**src/rtl/hotel_pkg.sv**
```systemverilog
// Shared types and constants for the hotel checkout block: guest-table geometry,
// nightly rates, controller states and error codes.
package hotel_pkg;

   localparam int SLOTS  = 8;
   localparam int SLOT_W = $clog2(SLOTS);
   localparam int ID_W   = 4;
   localparam int DAYS_W = 3;
   localparam int BILL_W = 16;

   localparam logic [SLOT_W-1:0] LAST_SLOT = SLOT_W'(SLOTS - 1);

   localparam logic [BILL_W-1:0] BASE_RATE = 16'd500;
   localparam logic [BILL_W-1:0] AC_RATE   = 16'd200;
   localparam logic [BILL_W-1:0] WIFI_RATE = 16'd100;

   typedef enum logic [2:0] {
      IDLE,
      SEARCH,
      CALC,
      PRESENT,
      RELEASE,
      ERR
   } state_t;

   typedef enum logic [1:0] {
      ERR_NONE      = 2'b00,
      ERR_FULL      = 2'b01,
      ERR_DUP       = 2'b10,
      ERR_NOT_FOUND = 2'b11
   } err_code_t;

   typedef struct packed {
      logic              valid;
      logic [ID_W-1:0]   id;
      logic              ac;
      logic              wifi;
      logic [DAYS_W-1:0] days;
   } slot_t;

   // Returns {found, index} of the lowest-index clear bit.
   function automatic logic [SLOT_W:0] first_free(input logic [SLOTS-1:0] occ);
      logic [SLOT_W:0] res;
      res = '0;
      for (int i = SLOTS - 1; i >= 0; i--) begin
         if (!occ[i]) res = {1'b1, SLOT_W'(i)};
      end
      return res;
   endfunction

endpackage

```
**src/rtl/hotel_rate_calc.sv**
```systemverilog
// Combinational charge for one stay: days * (base + ac + wifi rates).
// LONG_STAY_DISCOUNT_EN: stays of 5+ days get gross minus gross/8 (truncated).
module hotel_rate_calc
   import hotel_pkg::*;
(
   input  logic              ac,
   input  logic              wifi,
   input  logic [DAYS_W-1:0] days,
   output logic [BILL_W-1:0] bill
);

   logic [BILL_W-1:0] rate;
   logic [BILL_W-1:0] gross;

   // NOTE: every variable written here gets a value on every path, so no latch is inferred.
   always_comb begin
      rate  = BASE_RATE + (ac ? AC_RATE : '0) + (wifi ? WIFI_RATE : '0);
      gross = rate * BILL_W'(days);
`ifdef LONG_STAY_DISCOUNT_EN
      bill  = (days >= 3'd5) ? gross - (gross >> 3) : gross;
`else
      bill  = gross;
`endif
   end

endmodule

```
**src/rtl/hotel_checkout.sv**
```systemverilog
// Hotel checkout controller: 8-slot guest table, booking intake, sequential
// checkout search, billing and payment handshake. Honours LONG_STAY_DISCOUNT_EN.
module hotel_checkout
   import hotel_pkg::*;
(
   input  logic              clk,
   input  logic              rst_n,
   input  logic              book_valid,
   input  logic [ID_W-1:0]   book_id,
   input  logic              book_ac,
   input  logic              book_wifi,
   input  logic [DAYS_W-1:0] book_days,
   output logic              book_ready,
   input  logic              checkout,
   input  logic [ID_W-1:0]   checkout_id,
   output logic              busy,
   output logic [BILL_W-1:0] bill,
   output logic              bill_valid,
   input  logic              pay_ack,
   output logic [SLOTS-1:0]  occupied,
   output logic              err,
   output logic [1:0]        err_code
);

   state_t            state;
   state_t            state_nxt;
   slot_t             slots [SLOTS];
   logic [SLOT_W-1:0] scan_idx;
   logic [SLOT_W-1:0] match_idx;
   logic [ID_W-1:0]   ck_id;
   logic [SLOT_W:0]   free_info;
   logic              free_avail;
   logic [SLOT_W-1:0] free_idx;
   logic              dup;
   logic              book_write;
   logic              book_err;
   err_code_t         book_code;
   logic              scan_hit;
   logic              scan_last;
   logic              enter_err;
   logic [BILL_W-1:0] charge;

   // ---------------- table status ----------------
   always_comb begin
      occupied = '0;
      dup      = 1'b0;
      for (int i = 0; i < SLOTS; i++) begin
         occupied[i] = slots[i].valid;
         if (slots[i].valid && (slots[i].id == book_id)) dup = 1'b1;
      end
   end

   assign free_info  = first_free(occupied);
   assign free_avail = free_info[SLOT_W];
   assign free_idx   = free_info[SLOT_W-1:0];

   // A duplicate id is refused even while a slot is free; it outranks "full".
   assign book_ready = free_avail && (state != RELEASE);
   assign book_write = book_valid && book_ready && !dup;
   assign book_err   = book_valid && (dup || !free_avail);
   assign book_code  = dup ? ERR_DUP : ERR_FULL;

   assign scan_hit   = slots[scan_idx].valid && (slots[scan_idx].id == ck_id);
   assign scan_last  = (scan_idx == LAST_SLOT);
   assign enter_err  = (state == SEARCH) && (state_nxt == ERR);

   // ---------------- FSM ----------------
   // NOTE: sequential state uses non-blocking assignments so every register samples pre-edge values.
   always_ff @(posedge clk or negedge rst_n) begin
      if (!rst_n) state <= IDLE;
      else        state <= state_nxt;
   end

   always_comb begin
      state_nxt = state;
      unique case (state)
         IDLE:    if (checkout) state_nxt = SEARCH;
         SEARCH: begin
            if (scan_hit)       state_nxt = CALC;
            else if (scan_last) state_nxt = ERR;
         end
         CALC:    state_nxt = PRESENT;
         PRESENT: if (pay_ack) state_nxt = RELEASE;
         RELEASE: state_nxt = IDLE;
         ERR:     state_nxt = IDLE;
         default: state_nxt = IDLE;
      endcase
   end

   always_comb begin
      busy       = (state != IDLE);
      bill_valid = (state == PRESENT);
   end

   // ---------------- guest table ----------------
   // NOTE: the table is reset because a stale valid bit would resurrect a departed guest.
   always_ff @(posedge clk or negedge rst_n) begin
      if (!rst_n) begin
         for (int i = 0; i < SLOTS; i++) slots[i] <= '0;
      end else begin
         if (state == RELEASE) slots[match_idx].valid <= 1'b0;
         if (book_write) begin
            slots[free_idx] <= '{valid: 1'b1, id: book_id, ac: book_ac,
                                 wifi: book_wifi, days: book_days};
         end
      end
   end

   // ---------------- search / billing datapath ----------------
   hotel_rate_calc u_rate (
      .ac   (slots[match_idx].ac),
      .wifi (slots[match_idx].wifi),
      .days (slots[match_idx].days),
      .bill (charge)
   );

   // Slots booked mid-search are only seen if the scan has not passed them yet.
   always_ff @(posedge clk or negedge rst_n) begin
      if (!rst_n) begin
         scan_idx  <= '0;
         match_idx <= '0;
         ck_id     <= '0;
         bill      <= '0;
      end else begin
         unique case (state)
            IDLE: begin
               if (checkout) begin
                  ck_id    <= checkout_id;
                  scan_idx <= '0;
               end
            end
            SEARCH: begin
               if (scan_hit) match_idx <= scan_idx;
               else          scan_idx  <= scan_idx + 1'b1;
            end
            CALC:    bill <= charge;
            RELEASE: bill <= '0;
            default: ;
         endcase
      end
   end

   // Error pulse; a failed checkout search outranks a same-cycle booking error.
   always_ff @(posedge clk or negedge rst_n) begin
      if (!rst_n) begin
         err      <= 1'b0;
         err_code <= ERR_NONE;
      end else if (enter_err) begin
         err      <= 1'b1;
         err_code <= ERR_NOT_FOUND;
      end else if (book_err) begin
         err      <= 1'b1;
         err_code <= book_code;
      end else begin
         err      <= 1'b0;
         err_code <= ERR_NONE;
      end
   end

endmodule

```
**config.mk**
```make
export PLATFORM = sky130hd
export DESIGN_NAME = hotel_checkout
export DESIGN_NICKNAME = d
export VERILOG_FILES = /design/src/rtl/hotel_pkg.sv /design/src/rtl/hotel_rate_calc.sv /design/src/rtl/hotel_checkout.sv
export SDC_FILE = /design/constraint.sdc
export NUM_CORES = 1
export LEC_CHECK = 0
export BUFFER_PORTS_ARGS = -buffer_cell sky130_fd_sc_hd__buf_2
export CORE_UTILIZATION = 37
export CTS_BUF_LIST = sky130_fd_sc_hd__clkbuf_16
export DETAILED_ROUTE_END_ITERATION = 8
export SLEW_MARGIN = 20
export SYNTH_ARGS = -nofsm -noshare
export SYNTH_HDL_FRONTEND = slang
export SYNTH_HIERARCHICAL = 1
export SYNTH_SLANG_ARGS = --single-unit
```
**constraint.sdc**
```tcl
create_clock -name clk -period 5.1 [get_ports clk]
set_clock_uncertainty 0.2 [all_clocks]
set_input_delay 1.02 -clock clk [delete_from_list [all_inputs] [get_ports clk]]
set_output_delay 1.02 -clock clk [all_outputs]
set_load 0.005 [all_outputs]
```
# After elaboration in Yosys (flattened, before gate mapping)
# Cells that the tools add are included.
# classes
add_sub_neg	3
muxes	46
order_cmp	5
bitwise_logic	3
eq_ne	18
n_mul	1
reduce_logical	26
# op_table
operator	n
$bwmux 80	2
$mux 80	2
$bmux 10 s3	2
$demux 10 s3	2
$mux 10	4
$eq 4x4->1	9
$mux 4	8
$pmux 16 s2	1
$mux 3	6
$add 16x16->16	1
$add 9x16->16 const A	1
$logic_and 1x1->1	16
$mul 16x3->16	1
$ge 4x4->1 const B	3
$not 3->4	3
$pmux 3 s4	1
$mux 1	10
$mux 5	2
$eq 3x3->1 const B	3
$lt 4x1->1 const B	2
$mux 8	1
$mux 7	1
$eq 3x2->1 const B	2
$mux 2	3
other kinds (12)	16
# totals
out_inout_bits	30
wordCells	149
in_bits	18
ff_bits	112

# Depth between registers and ports, before layout
# Gate-level depths: netlist (run 1).
# logic_depth
ltp_word	15
depth_mapped	18
ltp_nobuf	18

# Hierarchy
# The synthesis (run 1) kept the hierarchy.
# by_module_without_submodules
module	cells_each	seq_area_each_um2	area_each_um2	n_inst
hotel_checkout	473	2802.7	5789.3	1
hotel_rate_calc	93	0.0	734.5	1

# Worst setup path after synthesis (run 1)
# OpenSTA, ideal clock, no wires.
# synth_path
kind	reg-to-reg
from	register match_idx[2]
to	register bill[12]
slack_ps	499
path_stages_with_launch	17
arrival_ps	4280
synth_period_minus_slack_ps	4601
setup_ps	121
cell_sequence	dfrtp_1 -> buf_1 -> clkbuf_1 -> a31oi_1 -> o22ai_1 -> inv_1 -> ha_1 -> and2_1 -> fa_1 -> ha_1 -> fa_1 -> a21oi_1 -> nor2b_1 -> a311oi_2 -> o21ai_0 -> a22o_1 -> a22o_1
# synth_via
elab_chain_cells	9
# synth_rtl
element	line_no	text
start: declaration	hotel_checkout.sv:29	logic [SLOT_W-1:0] match_idx;
start signal: assignment	hotel_checkout.sv:133	if (scan_hit) match_idx <= scan_idx;
$not 3->4 (not written as such) *	hotel_checkout.sv:111, hotel_checkout.sv:112, hotel_checkout.sv:113	
$bmux 10 s3 *	hotel_checkout.sv:111, hotel_checkout.sv:112, hotel_checkout.sv:113	
$mux 5 (not written as such) * (2 in a row)	hotel_checkout.sv:113	.days (slots[match_idx].days),
$mux 8	hotel_rate_calc.sv:17	rate = BASE_RATE + (ac ? AC_RATE : '0) + (wifi ? WIFI_RATE : '0);
$add 9x16->16	hotel_rate_calc.sv:17	
$add 16x16->16	hotel_rate_calc.sv:17	
$mul 16x3->16 *	hotel_rate_calc.sv:18	gross = rate * BILL_W'(days);
named net charge[12]	hotel_checkout.sv:41	logic [BILL_W-1:0] charge;
$pmux 16 s2 *	hotel_checkout.sv:125	unique case (state)
end signal: assignment	hotel_checkout.sv:136	CALC: bill <= charge;
end: declaration	hotel_checkout.sv:17	output logic [BILL_W-1:0] bill,
# Mark *: on every way through the listed nets, which the timed path passes. The rest lies on a longest branch. The select of a mux whose other input is x is not followed.
# A chain may end at the register's enable or synchronous reset.

# Final worst setup path (run 1)
# Ends and elaborated chain as after synthesis.

==> results.sh, run 1 <==
export IMPL_rows=48
export IMPL_endpoint="bill[12]"
export IMPL_seq_area_um2=2800
export IMPL_num_io_pins=48
export IMPL_grt_pass1_wl_mm=23.5
export IMPL_cts_root_buffer="clkbuf_16"
export IMPL_worstSetupPathType="flip-flop to flip-flop"
export IMPL_dpl_cell_area_um2=6820
export IMPL_seqPwrFrac_pct=33.8
export IMPL_finalSetupViolCount=0
export IMPL_synth_seq_cells=112
export IMPL_reg2reg_slack_ps=530
export IMPL_ys_types=49
export IMPL_dpl_hpwl_mm=10.2
export IMPL_worst_slew_pin_transition_ps=1010
export IMPL_power_switching_uw=1950
export IMPL_synth_xor_area_share_pct=5.91
export IMPL_multiInputGateArea_um2=3360
export IMPL_maxSlewHeadroom_pct=31.9
export IMPL_synth_edff_count=0
export IMPL_final_cells=820
export IMPL_sw_frac_of_total_pct=40.5
export IMPL_cts_resized=0
export IMPL_reg2reg_from="match_idx[2]"
export IMPL_nFillCells=1627
export IMPL_reg2reg_to="bill[12]"
export IMPL_path_clk_slew_ps=70
export IMPL_grt_max_degree=57
export IMPL_muxShareOfSynthArea_pct=20.6
export IMPL_wire_per_inst_um=17.2
export IMPL_core_area_um2=17200
export IMPL_placedCellCount=804
export IMPL_timing_fmax_mhz=219
export IMPL_ys_flop_type="dfrtp_1"
export IMPL_cts_hold_buf=0
export IMPL_worstSetupEndpointType="flip-flop"
export IMPL_n_antenna_cell=0
export IMPL_drc=0
export IMPL_rsz0062_at_grt="no"
export IMPL_ir_drop_mv=0.311
export IMPL_grt_pass1_vias=4310
export IMPL_hold_depth=1
export IMPL_start_util_pct=37.8
export IMPL_grt_overflow=0
export IMPL_syn_to_final_growth_pct=8.55
export IMPL_yosysWarnings=6
export IMPL_drv_slew=0
export IMPL_ant_nets=0
export IMPL_power_density_nw_per_um2=678
export IMPL_insertion_delay_ps=360
export IMPL_syn_instance_count=566
export IMPL_netlist_area_um2=6520
export IMPL_postCtsSetupBuffers=0
export IMPL_reg2regPathDepth=16
export IMPL_maxCapViolCount=0
export IMPL_firstDrtPassIters=5
export IMPL_intPower_uw=2860
export IMPL_finalSetupTns_ps=0
export IMPL_holdCritPathClass="flip-flop to flip-flop"
export IMPL_numCtsBuffers=9
export IMPL_comb_power_share_pct=53.0
export IMPL_crit_start="match_idx[2]"
export IMPL_die_height_um=135
export IMPL_gp_congestion=0.834
export IMPL_layout_drive_gt1_share_pct=28.1
export IMPL_synth_compound_area_share_pct=9.23
export IMPL_syn_area_per_cell_um2=11.5
export IMPL_fin_nets=632
export IMPL_layout_min_cycle_time_ps=4570
export IMPL_period_share_pct=89.6
export IMPL_dieArea_um2=18200
export IMPL_fin_area_um2=7080
export IMPL_leakagePower_uw=0.00332
export IMPL_clockBufferDepth=2
export IMPL_crit_arrival_ps=4610
export IMPL_worstPathMaxFanout=13
export IMPL_status="complete, no violations"
export IMPL_hold_viol=0
export IMPL_fp_dieW_um=135
export IMPL_cts_tree="done"
export IMPL_vias_per_cell=5.24
export IMPL_synth_top_family_by_area="multiplexers"
export IMPL_grt_use_total_pct=16.7
export IMPL_port_buffers=47
export IMPL_drt_total_wl_mm=14.1
export IMPL_ys_seq_area_share_pct=43.0
export IMPL_drt_initial_drc_count=279
export IMPL_cts_sinks=112
export IMPL_clockPowerShare_pct=13.2
export IMPL_antenna_found_initial=0
export IMPL_synthArstFlopShare_pct=100
export IMPL_htreeDepth=3
export IMPL_required_ps=5140
export IMPL_synth_simple_gate_area_share_pct=9.97
export IMPL_synth_adder_area_share_pct=5.41
export IMPL_num_vias=4296
export IMPL_worst_setup_path_start_kind="flip-flop"
-- worst max-delay path: stages (launching register included) --
cell      delay [ps]
dfrtp_1          540
buf_4            260
mux2i_1          210
nor3_1            60
a221o_1          320
inv_1            120
ha_1             310
and2_1           210
fa_1             480
ha_1             230
fa_1             460
a21oi_1          160
nor2b_1           80
a311oi_2         310
o21ai_0          130
a22o_1           200
a22o_1           170
-- how the worst min path moves through the flow --
stage	endpoint	start	slack, ps
finish	slots[24]	slots[24]	310
CTS	slots[24]	slots[24]	310
detailed placement	slots[63]	slots[63]	300
global placement	slots[53]	slots[53]	290
floorplan	slots[73]	slots[73]	270
global route	slots[53]	slots[53]	330
-- cell families (layout without fill, tap and decap cells) --
logic type	after synthesis	after routing
and+or+nand+nor	121	121
muxes	115	115
DFF	112	112
AOI/OAI and AO/OA	82	82
buffers and inverters	67	92
xor gates and xnor gates	44	44
adders and majority gates	24	24
other	1	5
-- power by group through the flow --
stage | clock, uW | sequential, uW | combinational [uW]
floorplan | 0 | 1440 | 2120
global placement | 0 | 1620 | 2480
detailed placement | 0 | 1640 | 2550
CTS | 652 | 1620 | 2580
global route | 683 | 1690 | 2830
finish | 633 | 1620 | 2550
-- cell usage after synthesis, drive strengths merged, types with 3 or more instances --
cell type	count	area share (%)
nand2b	13	1.2
o22ai	3	0.29
mux4	7	2.4
fa	7	2.1
o21ai	18	1.4
nand3	14	1.2
clkbuf	15	0.86
nor4	3	0.29
xnor2	20	2.7
mux2i	23	3.5
mux2	85	15
a21oi	7	0.54
xor2	24	3.2
nor2	14	0.81
nor3	10	0.77
and2	3	0.29
buf	32	3.8
ha	17	3.3
nor2b	16	1.5
and3	6	0.58
inv	20	1.2
nand2	32	1.8
a22o	32	4.3
dfrtp	112	43
a31oi	6	0.58
-- per-stage QoR --
step	power (uW)	hold slack (ps)	util [%]	worst slack, ps
after detailed placement	4190	296	39.6	569
after floorplan	3570	272	-	499
after CTS	4850	313	41.1	519
final	4800	310	41.1	531
after global placement	4100	289	39.6	683
after global routing	5200	330	41.1	239
-- metal layers --
metal	global-route usage [%]	part of all wire [%]	vias to the layer above	wire length (um)
li1	-	-	2041	-
met1	22.7	46	2151	6530
met2	26.8	48	90	6700
met3	3.19	4.6	14	648
met4	5.37	1.4	0	201
met5	0	0	-	0
-- sequential cells by signal, summed over array words and instances, names as in the netlist, 2 cells and up --
signal and cells:
slots 72, bill 16, occupied 8, ck_id 4
match_idx 3, scan_idx 3, state 3, err_code 2
-- cell type report --
| type | count | share of cell area (%) |
|---|---|---|
| Inverter | 20 | 1.06 |
| Multi-Input combinational cell | 391 | 47.4 |
| Clock inverter | 7 | 0.459 |
| Clock buffer | 9 | 3.18 |
| Timing Repair Buffer | 56 | 4.31 |
| Tap cell | 225 | 3.98 |
| Sequential cell | 112 | 39.6 |
-- layout by cell type, fill, tap and decap left out, types with 3 or more instances in the layout --
cell	count
nor2_1	14
fa_1	7
a31oi_1	6
inv_1	23
mux4_2	7
xor2_1	24
o22ai_1	3
mux2_2	85
nand2b_1	13
nor3_1	10
o21ai_0	18
buf_2	46
conb_1	5
and2_1	3
a21oi_1	7
nor4_1	3
nor2b_1	16
dfrtp_1	111
buf_4	10
clkbuf_16	9
nand3_1	12
xnor2_1	20
nand2_1	32
a22o_1	32
and3_1	6
ha_1	17
mux2i_1	23
Power figures use the tool's default switching activity.
==> run 2, diff against run 1 <==
--- a/config.mk
+++ b/config.mk
@@ -5,7 +5,9 @@
 export SDC_FILE = /design/constraint.sdc
 export NUM_CORES = 1
 export LEC_CHECK = 0
+export ABC_AREA = 1
 export BUFFER_PORTS_ARGS = -buffer_cell sky130_fd_sc_hd__buf_2
+export CORE_ASPECT_RATIO = 1.1
 export CORE_UTILIZATION = 37
 export CTS_BUF_LIST = sky130_fd_sc_hd__clkbuf_16
 export DETAILED_ROUTE_END_ITERATION = 8
==> constraint.sdc (replaced) <==
create_clock -name clk -period 5.55 [get_ports clk]
set_clock_uncertainty 0.2 [all_clocks]
set_input_delay 1.11 -clock clk [delete_from_list [all_inputs] [get_ports clk]]
set_output_delay 1.11 -clock clk [all_outputs]
set_load 0.005 [all_outputs]
==> run 2 against run 1 <==
  * First-iteration DRC count up 100%
  * Area after synthesis rose by 5.2%
  * Critical path depth increased by 2
  * Utilization rose by 0.54 points
  * Via count increased by 39%
  * Clock power up 3.3%
  * Clock-buffer cell count did not move
  * Fmax up 3.4%
  * Highest routed layer unchanged
==> results.sh, run 2 <==
export IMPL_path_clk_slew_ps=80
export IMPL_fp_dieW_um=132
export IMPL_num_vias=5992
export IMPL_ys_seq_area_share_pct=40.8
export IMPL_leakagePower_uw=0.00399
export IMPL_worst_slew_pin_transition_ps=941
export IMPL_dieArea_um2=19100
export IMPL_n_antenna_cell=0
export IMPL_status="complete, no violations"
export IMPL_htreeDepth=3
export IMPL_met1_length_mm=8.72
export IMPL_layout_common_cells="nand2_1 (306), nand3_1 (146), dfrtp_1 (112), inv_1 (95), buf_2 (46)"
export IMPL_wire_per_inst_um=15.5
export IMPL_gp_congestion=0.847
export IMPL_drt_total_wl_mm=18.3
export IMPL_layout_min_cycle_time_ps=4420
export IMPL_maxCapViolCount=0
export IMPL_finalSetupViolCount=0
export IMPL_firstDrtPassIters=6
export IMPL_syn_area_per_cell_um2=7.47
export IMPL_ys_types=39
export IMPL_largest_reg_flops=72
export IMPL_yosysTopAreaCell="dfrtp_1"
export IMPL_clockBufferDepth=2
export IMPL_num_io_pins=48
export IMPL_reg2reg_slack_ps=1130
export IMPL_grt_max_degree=47
export IMPL_hold_end="slots[40]"
export IMPL_die_height_um=145
export IMPL_hold_depth=2
export IMPL_hp_start="slots[40]"
export IMPL_finalSetupTns_ps=0
export IMPL_core_area_um2=17900
export IMPL_syn_instance_count=919
export IMPL_netlist_area_um2=6860
export IMPL_grt_overflow=0
export IMPL_reg2regPathDepth=18
export IMPL_crit_arrival_ps=4480
export IMPL_fin_nets=981
export IMPL_period_share_pct=79.7
export IMPL_vias_per_cell=5.07
export IMPL_cts_resized=0
export IMPL_nFillCells=1837
export IMPL_highest_layer="met4"
export IMPL_cts_root_buffer="clkbuf_16"
export IMPL_cts_hold_buf=0
export IMPL_port_buffers=47
export IMPL_layout_drive_gt1_share_pct=10.5
export IMPL_grt_pass1_vias=5521
export IMPL_seq_area_um2=2800
export IMPL_crit_start="match_idx[1]"
export IMPL_ir_drop_mv=0.268
export IMPL_ys_flop_type="dfrtp_1"
export IMPL_yosysWarnings=6
export IMPL_drv_slew=0
export IMPL_holdCritPathClass="flip-flop to flip-flop"
export IMPL_wl_met2_mm=8.43
export IMPL_maxSlewHeadroom_pct=37.3
export IMPL_synth_top_area_share_pct=40.8
export IMPL_synthTopCellsByCount="nand2_1 (306), nand3_1 (146), dfrtp_1 (112), inv_1 (95), nor2_1 (45)"
export IMPL_timing_fmax_mhz=226
export IMPL_ant_nets=0
export IMPL_cts_sinks=112
export IMPL_synth_most_common_cell="nand2_1"
export IMPL_reg2reg_to="bill[9]"
export IMPL_cts_tree="done"
export IMPL_drt_initial_drc_count=570
export IMPL_layout_commonest_cell="nand2_1"
export IMPL_antenna_found_initial=0
export IMPL_synth_edff_count=0
export IMPL_start_util_pct=38.3
export IMPL_rsz0062_at_grt="no"
export IMPL_rows=51
export IMPL_post_route_util_pct=41.6
export IMPL_grt_use_total_pct=20.3
export IMPL_worstSetupEndpointType="flip-flop"
export IMPL_required_ps=5610
export IMPL_drc=0
export IMPL_synth_area_leaders="dfrtp_1 (41%), nand2_1 (17%), nand3_1 (11%), inv_1 (5.2%), ha_1 (3.1%)"
export IMPL_numCtsBuffers=9
export IMPL_hold_viol=0
export IMPL_grt_pass1_wl_mm=30.1
export IMPL_reg2reg_from="match_idx[1]"
export IMPL_dpl_hpwl_mm=13.1
export IMPL_multiInputGateArea_um2=3420
export IMPL_wl_met3_um=866
export IMPL_worstPathMaxFanout=9
export IMPL_worst_setup_path_start_kind="flip-flop"
export IMPL_power_density_nw_per_um2=497
export IMPL_syn_to_final_growth_pct=8.77
export IMPL_worstSetupPathType="flip-flop to flip-flop"
export IMPL_top_register="slots"
export IMPL_insertion_delay_ps=370
export IMPL_postCtsSetupBuffers=0
export IMPL_synthArstFlopShare_pct=100
export IMPL_synth_seq_cells=112
==> run 2: cell count changes in the layout (fill, tap and decap cells not counted), sizes merged, moves of 28 or more <==
cell / previous run / this run
mux2: 85 / 2
nor2: 14 / 55
inv: 23 / 103
a22o: 32 / 4
nand3: 14 / 147
nand2: 32 / 319
==> run 2: layout make-up <==
class | count | share of cell area (%)
clock inverters | 7 | 0.805
multi-input cells | 664 | 45.8
clock buffers | 9 | 3.02
repair buffers | 51 | 3.75
flip-flops and latches | 112 | 37.5
well taps | 238 | 3.99
inverters | 101 | 5.08
==> run 2: kinds of logic after synthesis <==
kind of cell | synth area share [%]
other cells | 0.0546
fa+ha+maj | 5.14
mux | 0.328
xor+xnor | 1.53
compound gates | 5.89
simple gates | 36.7
buf+inv | 9.55
flops | 40.8
==> run 2: metrics by stage <==
step | instances | hold WS (ps) | setup slack, ps | total power [uW] | cell area (um^2)
2_1_floorplan | 923 | 242 | 1710 | 2630 | 6880
3_3_place_gp | 1166 | 256 | 1370 | 3060 | 7180
3_5_place_dp | 1166 | 260 | 1200 | 3080 | 7180
4_1_cts | 1182 | 279 | 1160 | 3730 | 7460
5_1_grt | 1182 | 303 | 709 | 4070 | 7460
6_report | 1182 | 280 | 1130 | 3710 | 7460
==> run 2: worst max-delay path, cell delays in order (launching register included) <==
cell and delay [ps]:
dfrtp_1 430, inv_1 130, nor3_1 660, a221oi_1 200, nand4_1 320, inv_1 80, ha_1 390, xor2_1 260
nand2_1 120, fa_1 540, inv_1 40, ha_1 310, or2_4 250, nand3b_1 100, nand2_1 60, nand2_1 50
nand2_1 40, nand3_1 70, nand2_1 70
==> run 2: per-layer routing <==
layer,GRT usage (%),up-vias
met4,6.61,0
met3,3.24,20
met2,32.7,164
met5,0,-
met1,27.9,2835
li1,-,2973
==> run 2: worst max path at each step <==
stage / slack (ps) / end / cells past startpoint
after floorplan: 1710 / bill[9] / 19
after global placement: 1370 / bill[9] / 19
after detailed placement: 1200 / bill[9] / 18
after CTS: 1160 / bill[9] / 18
after global routing: 710 / bill[12] / 18
final: 1130 / bill[9] / 18
==> run 2: report_power, final <==
part	total, uW	switching [uW]	internal [uW]	leakage [uW]
clock network	654	339	315	0.000143
registers	1180	191	993	0.00148
logic	1870	1200	673	0.00237
total	3710	1730	1980	0.00399
==> run 3, diff against run 2 <==
==> constraint.sdc (replaced) <==
create_clock -name clk -period 3.6 [get_ports clk]
set_clock_uncertainty 0.2 [all_clocks]
set_input_delay 0.72 -clock clk [delete_from_list [all_inputs] [get_ports clk]]
set_output_delay 0.72 -clock clk [all_outputs]
set_load 0.005 [all_outputs]
==> run 3 against run 2 <==
  * The flow now finishes with violations (setup timing)
  * Critical path depth rose by 3
  * Combinational power is 110% higher
  * Setup slack got worse by 1200 ps
  * First-iteration DRC count decreased by 8.8%
  * Largest cell class unchanged
  * Clock-buffer cell count stayed put
  * Non-clock buffer count rose by 62
  * Via count up 4.9%
  * Critical endpoint is now bill[12]
  * Design area increased by 10%
  * Sequential power increased by 53%
==> results.sh, run 3 (synthesis gave the netlist of run 2 again) <==
export IMPL_worst_slew_pin_transition_ps=827
export IMPL_clockBufferDepth=2
export IMPL_post_route_util_pct=46.0
export IMPL_wire_per_inst_um=15.6
export IMPL_worst_path_buf_inv=4
export IMPL_syn_to_final_growth_pct=20.1
export IMPL_setup_slack_ps=-25.2
export IMPL_grt_pass1_vias=5659
export IMPL_maxSlewHeadroom_pct=44.8
export IMPL_port_buffers=47
export IMPL_core_area_um2=17900
export IMPL_leakagePower_uw=0.00434
export IMPL_n_antenna_cell=0
export IMPL_insertion_delay_ps=360
export IMPL_numCtsBuffers=9
export IMPL_grt_pass1_wl_mm=31.1
export IMPL_dpl_hpwl_mm=13.9
export IMPL_worst_setup_path_start_kind="flip-flop"
export IMPL_drv_slew=0
export IMPL_start_util_pct=38.3
export IMPL_antenna_found_initial=0
export IMPL_top_register="slots"
export IMPL_period_share_pct=101
export IMPL_worstSetupEndpointType="flip-flop"
export IMPL_ir_drop_mv=0.387
export IMPL_reg2regPathDepth=21
export IMPL_fin_nets=1043
export IMPL_holdCritPathClass="input port to asynchronous set/reset pin"
export IMPL_cts_root_buffer="clkbuf_16"
export IMPL_layout_drive_gt1_share_pct=20.6
export IMPL_power_density_nw_per_um2=811
export IMPL_layout_min_cycle_time_ps=3630
export IMPL_endpoint="bill[12]"
export IMPL_required_ps=3650
export IMPL_path_clk_slew_ps=80
export IMPL_crit_path_max_incr_delay_ps=480
export IMPL_crit_start="match_idx[1]"
export IMPL_cts_sinks=112
export IMPL_dpl_cell_area_um2=7680
export IMPL_worstPathCellList="inv_4, nor3_4, a22o_1, a221oi_2, nand4_1, buf_6, inv_2, ha_4, nand2_1, inv_1, fa_1, ha_2, fa_2, nand2_2, nand2_4, nand3b_4, nand2_2, nand2_1, nand2_1, nand3_1, nand2_1"
export IMPL_rsz0062_at_grt="yes"
export IMPL_maxCapViolCount=0
export IMPL_cts_tree="done"
export IMPL_failed_checks="setup timing"
export IMPL_htreeDepth=3
export IMPL_grt_overflow=0
export IMPL_path_common_cell="nand2_1"
export IMPL_reg2reg_from="match_idx[1]"
export IMPL_worstSetupPathType="flip-flop to flip-flop"
export IMPL_layout_commonest_cell="nand2_1"
export IMPL_hold_viol=0
export IMPL_grt_max_degree=46
export IMPL_gp_congestion=0.892
export IMPL_reg2reg_slack_ps=-30
export IMPL_finalSetupViolCount=3
export IMPL_fp_dieW_um=132
export IMPL_num_io_pins=48
export IMPL_num_vias=6283
export IMPL_drt_total_wl_mm=19.4
export IMPL_timing_fmax_mhz=276
export IMPL_drc=0
export IMPL_cpMaxStageDelayCell="dfrtp_2"
export IMPL_worst_path_stages=21
export IMPL_vias_per_cell=5.05
export IMPL_largest_reg_flops=72
export IMPL_dieArea_um2=19100
export IMPL_drt_initial_drc_count=520
export IMPL_layout_common_cells="nand2_1 (299), nand3_1 (146), dfrtp_1 (109), inv_1 (86), buf_4 (56)"
export IMPL_die_height_um=145
export IMPL_reg2reg_to="bill[12]"
export IMPL_firstDrtPassIters=5
export IMPL_crit_family="adder cells"
export IMPL_rows=51
export IMPL_crit_arrival_ps=3680
export IMPL_ant_nets=0
export IMPL_status="complete, but fails checks"
export IMPL_grt_use_total_pct=20.9
export IMPL_worstPathMaxFanout=6
export IMPL_fin_area_um2=8250
-- run 3: layout make-up --
cell class | instances | area, um^2
Fill cell | 1838 | 9690
Multi-Input combinational cell | 664 | 3670
Sequential cell | 112 | 2810
Timing Repair Buffer | 113 | 801
Inverter | 101 | 384
Tap cell | 238 | 298
Clock buffer | 9 | 225
Clock inverter | 7 | 56.3
-- run 3: timing repair --
action / 4_1_cts / 5_1_grt
endpoints found under the hold margin: 0 / 0
buffers inserted: 8 / 7
pin swaps: 22 / 25
hold buffers: 0 / 0
resized for setup: 24 / 18
endpoints found under the setup margin: 6 / 7
-- run 3: how the worst min path moves through the flow --
stage,start,end,slack [ps],depth (start not counted)
floorplan,rst_n,bill[0],220,0
global placement,slots[55],slots[55],260,2
detailed placement,slots[72],slots[72],260,2
CTS,rst_n,slots[78],180,1
global route,rst_n,ck_id[0],210,1
finish,rst_n,ck_id[0],160,1
-- run 3: per-stage QoR --
step	hold WS [ps]	power, uW	TNS (ps)	setup WS, ps	std cells
2_1_floorplan	224	4210	-188	-53.8	923
3_3_place_gp	255	5330	-249	-85.4	1213
3_5_place_dp	263	5350	-542	-128	1213
4_1_cts	181	6510	-17.2	-11.9	1237
5_1_grt	205	7260	-1130	-247	1244
6_report	158	6680	-48.7	-25.2	1244
-- run 3: power breakdown --
group,leakage (uW),switching [uW],internal [uW]
Sequential,0.00147,275,1530
Clock,0.000132,495,478
Combinational,0.00274,2220,1680
Total,0.00434,2990,3700
-- run 3: worst register-to-register path, cell delays in order (launching register included) --
cell and delay (ps):
dfrtp_2 480, inv_4 120, nor3_4 60, a22o_1 220
a221oi_2 180, nand4_1 140, buf_6 160, inv_2 60
ha_4 220, nand2_1 70, inv_1 50, fa_1 460
ha_2 210, fa_2 350, nand2_2 100, nand2_4 70
nand3b_4 90, nand2_2 50, nand2_1 70, nand2_1 50
nand3_1 80, nand2_1 50
-- run 3: per-layer routing --
layer / vias up / global-route usage, % / wire, um
li1: 3106 / - / -
met1: 2959 / 28.9 / 9030
met2: 190 / 33.6 / 8990
met3: 28 / 2.65 / 917
met4: 0 / 8.02 / 421
met5: - / 0 / 0
